### src/rtl/zacore_stage_buffer.sv
// zacore_stage_buffer: elastic valid/ready buffer between two Zacore pipeline
// stages. Circular store of DEPTH opaque payload entries with explicit
// pointer wrap, synchronous flush for redirects, and an occupancy count.
// Optional macro ZACORE_STAGE_BUFFER_BYPASS_EN adds a same-cycle path from
// input to output while the buffer is empty. The default build (macro
// undefined) gives a 1-cycle minimum latency with no combinational path
// from input to output.
module zacore_stage_buffer #(
  parameter int PAYLOAD_W = 65,
  parameter int DEPTH     = 2
) (
  input  logic                       clk,
  input  logic                       rst,
  input  logic                       flush,
  input  logic                       in_valid,
  output logic                       in_ready,
  input  logic [PAYLOAD_W-1:0]       in_payload,
  output logic                       out_valid,
  input  logic                       out_ready,
  output logic [PAYLOAD_W-1:0]       out_payload,
  output logic [$clog2(DEPTH+1)-1:0] occupancy
);

  localparam int PTR_W = (DEPTH > 1) ? $clog2(DEPTH) : 1;
  localparam int CNT_W = $clog2(DEPTH + 1);
  localparam logic [CNT_W-1:0] DEPTH_C = CNT_W'(DEPTH);
  localparam logic [PTR_W-1:0] LAST    = PTR_W'(DEPTH - 1);

  // Any depth outside 1..16 is refused when the design is elaborated.
  generate
    if (DEPTH < 1 || DEPTH > 16) begin : g_bad_depth
      $fatal(1, "zacore_stage_buffer: DEPTH must be in 1..16");
    end
  endgenerate

  logic [PAYLOAD_W-1:0] mem [DEPTH];
  logic [PTR_W-1:0]     head, tail;
  logic [CNT_W-1:0]     count;
  logic                 empty, full, push, pop, pass;

  // Pointers step through 0..DEPTH-1 and wrap explicitly, so depths that
  // are not a power of two never reach an unused slot.
  function automatic logic [PTR_W-1:0] bump(input logic [PTR_W-1:0] p);
    return (p == LAST) ? '0 : p + PTR_W'(1);
  endfunction

  assign empty     = (count == '0);
  assign full      = (count == DEPTH_C);
  assign in_ready  = ~full;      // registered state only, never out_ready
  assign occupancy = count;

`ifdef ZACORE_STAGE_BUFFER_BYPASS_EN
  // When empty, the offered payload is shown at once; if it is taken the
  // same cycle it never touches the store.
  assign out_valid   = ~empty | (in_valid & ~flush);
  assign out_payload = empty ? in_payload : mem[head];
  assign pass        = empty & in_valid & out_ready & ~flush;
`else
  assign out_valid   = ~empty;
  assign out_payload = mem[head];
  assign pass        = 1'b0;
`endif

  // pop only counts stored entries; a pass-through consumes nothing.
  assign push = in_valid & in_ready & ~flush & ~pass;
  assign pop  = ~empty & out_ready & ~flush;

  // Pointer and count state; flush and reset both return to the empty state.
  always_ff @(posedge clk or posedge rst) begin
    if (rst) begin
      head  <= '0;
      tail  <= '0;
      count <= '0;
    end else if (flush) begin
      head  <= '0;
      tail  <= '0;
      count <= '0;
    end else begin
      if (push) tail <= bump(tail);
      if (pop)  head <= bump(head);
      case ({push, pop})
        2'b10:   count <= count + CNT_W'(1);
        2'b01:   count <= count - CNT_W'(1);
        default: count <= count;
      endcase
    end
  end

  // Payload store is not reset; entries are only read once counted valid.
  always_ff @(posedge clk) begin
    if (push) mem[tail] <= in_payload;
  end

endmodule

### config.mk
export PLATFORM = sky130hd
export DESIGN_NAME = zacore_stage_buffer
export DESIGN_NICKNAME = d
export VERILOG_FILES = /design/src/rtl/zacore_stage_buffer.sv
export SDC_FILE = /design/constraint.sdc
export NUM_CORES = 1
export LEC_CHECK = 0
export BUFFER_PORTS_ARGS = -buffer_cell sky130_fd_sc_hd__buf_4
export CORE_MARGIN = 5
export CORE_UTILIZATION = 38
export DETAILED_ROUTE_END_ITERATION = 8
export HOLD_SLACK_MARGIN = 0.02
export PLACE_DENSITY = 0.58
export REMOVE_ABC_BUFFERS = 1
export SYNTH_ARGS = -nofsm -noshare
export SYNTH_HDL_FRONTEND = slang
export SYNTH_SLANG_ARGS = --single-unit
### constraint.sdc
create_clock -name clk -period 10.21 [get_ports clk]
set_input_delay 0 -clock clk [delete_from_list [all_inputs] [get_ports clk]]
set_output_delay 0 -clock clk [all_outputs]
set_load 0.01 [all_outputs]
; After elaboration in Yosys (flattened, before gate mapping)
; Memories as Yosys holds them, arrays and structs flattened.
; Cells that the tools add are included.
[totals]
ff_bits = 4
mem_count = 1
elab_cells = 32
mem_bits_rw = 130
out_inout_bits = 69
in_bits = 70
[memory_table]
columns = memory, words, width, rd, rd_ports_with_merged_regs, wr, line
row1 = mem, 2, 65, 1, 0, 1, 36  ; logic [PAYLOAD_W-1:0] mem [DEPTH];
[classes]
eq_ne = 3
bitwise_logic = 7
n_mux = 10
addsub = 4
reduce_logical = 4
[op_table]
columns = operator, n
row1 = $mux 1, 8
row2 = $and 1x1->1, 4
row3 = $eq 2x2->1 const B, 2
row4 = $pmux 2 s2, 1
row5 = $reduce_bool 2->1, 2
row6 = $not 1->1, 3
row7 = $reduce_bool 3->1, 1
row8 = $add 1x1->1 const B, 2
row9 = $add 2x1->2 const B, 1
row10 = $eq 2x1->1 const B, 1
row11 = $logic_not 2->1, 1
row12 = $mux 2, 1
row13 = $sub 2x1->2 const B, 1

; Depth between registers and ports, before layout
[logic_depth]
ltp_word = 7
ltp_mapped = 4
mapped_depth_nobuf = 4

; Least setup slack after synthesis
; OpenSTA, ideal clock, no wires.
[synth_path]
kind = register to register
start = register count[1] (netlist: occupancy[1])
end = memory mem[1][0], enable pin
setup_ps = 583
arrival_ps = 5532
n_path_buf = 0
required_ps = 9627
slack_ps = 4096
period_less_slack_ps = 6114
stages_incl_launch_ff = 5
cell_sequence = dfrtp_1 -> nor2b_2 -> inv_2 -> nand2_1 -> nor3b_1
[synth_between]
elab_chain_cells = 6
[synth_lines]
columns = element, line
row1 = from (decl), 38  ; logic [CNT_W-1:0] count;
row2 = from (signal assigned), 82  ; 2'b10: count <= count + CNT_W'(1);
row3 = from (signal assigned), 83  ; 2'b01: count <= count - CNT_W'(1);
row4 = from (signal assigned), 84  ; default: count <= count;
row5 = $eq 2x2->1, 48  ; assign full = (count == DEPTH_C);
row6 = $not 1->1, 49  ; assign in_ready = ~full;
row7 = named net in_ready, 16  ; output logic in_ready,
row8 = $and 1x1->1 (2 in series), 65  ; assign push = in_valid & in_ready & ~flush & ~pass;
row9 = $mux 1, 91  ; if (push) mem[tail] <= in_payload;
row10 = $mux 1 (implied by the code), 91
row11 = to (decl), 36
; The timed path passes the listed nets, and every way through them passes these cells.

; Worst setup path in the final report
[layout_path]
start = register count[1] (netlist: occupancy[1])
end = memory mem[1][7], enable pin
[layout_between]
elab_chain_cells = 6
[layout_lines]
columns = element, line
row1 = $eq 2x2->1, 48
row2 = $not 1->1, 49
row3 = $and 1x1->1 (2 in series), 65
row4 = $mux 1, 91
row5 = $mux 1 (implied by the code), 91
; No other way between the ends.

==> results.tsv <==
stage	metric	value	unit
sta	min_period	2.503	ns
sta	post-route-period-util	0.2452	
routing	first_pass_iters	4	
placement	port-buffer-count	138	
routing	first_iter_violations	193	
critical_path	crit_arrival	2.55	ns
cts	cts_root_buffer	clkbuf_16	
cts	cts-resized-gates	0	
global_routing	grt_usage	0.1428	
cts	cts-htree-levels	4	
pwr	p_leak	2.755	nW
cts	cts_tree	done	
critical_path	path_class	register to register	
floorplan	core_area	0.01267	sq mm
floorplan	rows	41	
cts	path_clk_slew	0.05	ns
yosys	ys_types	22	
cells_and_area	areaGrowthSynthToFinish	49.07	%
routing	routed_wl	10.44	mm
critical_path	required	10.25	ns
yosys	yosysSeqAreaShare	0.8112	
cells_and_area	drive_gt1_frac	0.5043	
yosys	synth_cells	229	
cells_and_area	regArea	0.004005	sq mm
job	drv_cap	0	
global_routing	grt_max_degree	60	
pwr	ir_drop	102.5	uV
sta	whs	0.3105	ns
sta	rsz0062_at_grt	false	
sta	tns	0	ns
cts	cts_inserted_buffers	17	
cells_and_area	fin_nets	524	
cells_and_area	multiInputGateArea	868.3	sq um
cells_and_area	final_cell_mix	buf_4 (142), edfxtp_1 (130), dlygate4sd3_1 (71)	
routing	wl_per_cell	16.37	microns
min_path	hp-class	input pin to register	
cts	postCtsSetupRepairBufs	0	
cells_and_area	antenna_cells	0	
global_routing	antenna_found_initial	0	
pwr	power_density	174.7	mW/mm^2
global_routing	grt_overflow	0	
floorplan	dieArea	0.01537	sq mm
floorplan	ios	139	
cells_and_area	fill_cells	995	
yosys	syn_avg_cell_area	21.55	sq um
sta	worst_pin_slew	0.8844	ns
outcome	status	finished clean	
cells_and_area	final_common_cell	buf_4	
yosys	syn_area	0.004936	sq mm
critical_path	cp-start-kind	register	
critical_path	worst-path-max-fanout	36	
placement	dp_hpwl	6.361	mm
routing	route.detailed.drc	0	
yosys	synth-seq-cells	134	
pwr	finalPower	0.001285	W
sta	slew_headroom	0.4078	
floorplan	die_h	124.0	microns
cts	cts.sinks	134	
sta	finalSetupViolCount	0	
routing	drtAntennaViolNets	0	
global_routing	grt_pass1_wl	15.90	mm
sta	max_freq	399.5	MHz
yosys	yosysWarnings	0	
cts	cts_max_path_buffers	2	
floorplan	initial_utilization	0.3896	
sta	final_hold_viol_count	0	
routing	drt-vias-per-instance	4.534	
floorplan	die_w	124.0	microns
routing	dr_total_vias	2893	
placement	gp_congestion	0.8518	
global_routing	grt_pass1_vias	3140	
critical_path	worst_setup_path_end_kind	register	
sta	fin_skew	0.005261	ns
cts	clock_latency	0.41	ns
sta	final_max_slew_viol_count	0	
per-stage QoR:
step / setup WS, ns / cells / utilization / area, sq um
final: 7.707 / 638 / 0.5807 / 7358
after global routing: 7.491 / 638 / 0.5807 / 7358
after detailed placement: 7.658 / 536 / 0.4866 / 6166
after floorplan: 4.096 / 222 / - / 4873
after CTS: 7.638 / 638 / 0.5807 / 7358
after global placement: 7.785 / 536 / 0.4866 / 6166
layout make-up:
class	count	share of cell area
timing repair buffer	213	0.2415
tap	172	0.02925
clock buffer	22	0.06036
sequential	134	0.5443
clock inverter	9	0.005101
inverter	3	0.001530
multi-input combinational	85	0.1180
sequential cells by signal, indices dropped and copies added (netlist names):
name,flops
occupancy,2
tail,1
mem,130
head,1
where the power goes:
| part | switching [W] | internal (W) |
|---|---|---|
| Combinational | 0.0000595 | 0.0000877 |
| Sequential | 0.00000910 | 0.000627 |
| Clock | 0.000201 | 0.000301 |
per-layer routing:
metal  routed length [microns]  global-route usage
met4                       174             0.05613
met5                         0                   0
met2                      5243              0.2376
met3                       892             0.06994
met1                      4134              0.1573
timing repair:
action                     CTS  global route
hold endpoints to repair   144             0
setup endpoints to repair    0             0
hold buffers                71             0
cell usage after synthesis:
cell,number,share of area
nor3_1,1,0.0010
buf_2,2,0.0020
buf_6,4,0.0091
xor2_1,1,0.0018
inv_2,2,0.0015
nor2_1,1,0.00076
edfxtp_1,130,0.79
a21o_1,1,0.0015
buf_4,1,0.0015
o211ai_1,1,0.0015
nor3b_1,2,0.0030
or3_1,1,0.0013
nor2b_2,1,0.0018
or2_2,2,0.0025
a21oi_1,4,0.0041
nand3b_1,1,0.0015
mux2i_1,1,0.0020
o21ai_0,2,0.0020
nand2_1,1,0.00076
inv_1,1,0.00076
mux2_2,65,0.15
dfrtp_1,4,0.020
worst max-delay path, stage by stage (launching register included):
cell and delay (ns):
dfrtp_1 0.44, nor2b_2 0.20, inv_2 0.08, nand2_1 0.09, nor3b_2 0.73, buf_4 0.58
final timing paths:
kind	depth (start not counted)	slack [ns]	start	to
hold / removal	2	0.31	in_payload[36]	mem[0][36]
min in group asynchronous	4	0.61	rst	occupancy[1]
max in group asynchronous	4	9.43	rst	head
setup / recovery	5	7.71	occupancy[1]	mem[1][7]
setup reg to reg	5	7.71	occupancy[1]	mem[1][7]
hold reg to reg	2	0.60	tail	tail
cells by family after synthesis:
group	count (synthesis)	share of synthesized area
flip-flops	134	0.8112
XOR/XNOR	1	0.001775
multiplexers	66	0.1503
AO/OA/AOI/OAI	8	0.009127
buffers and inverters	10	0.01496
AND/OR/NAND/NOR	10	0.01267
Power figures use the tool's default switching activity.
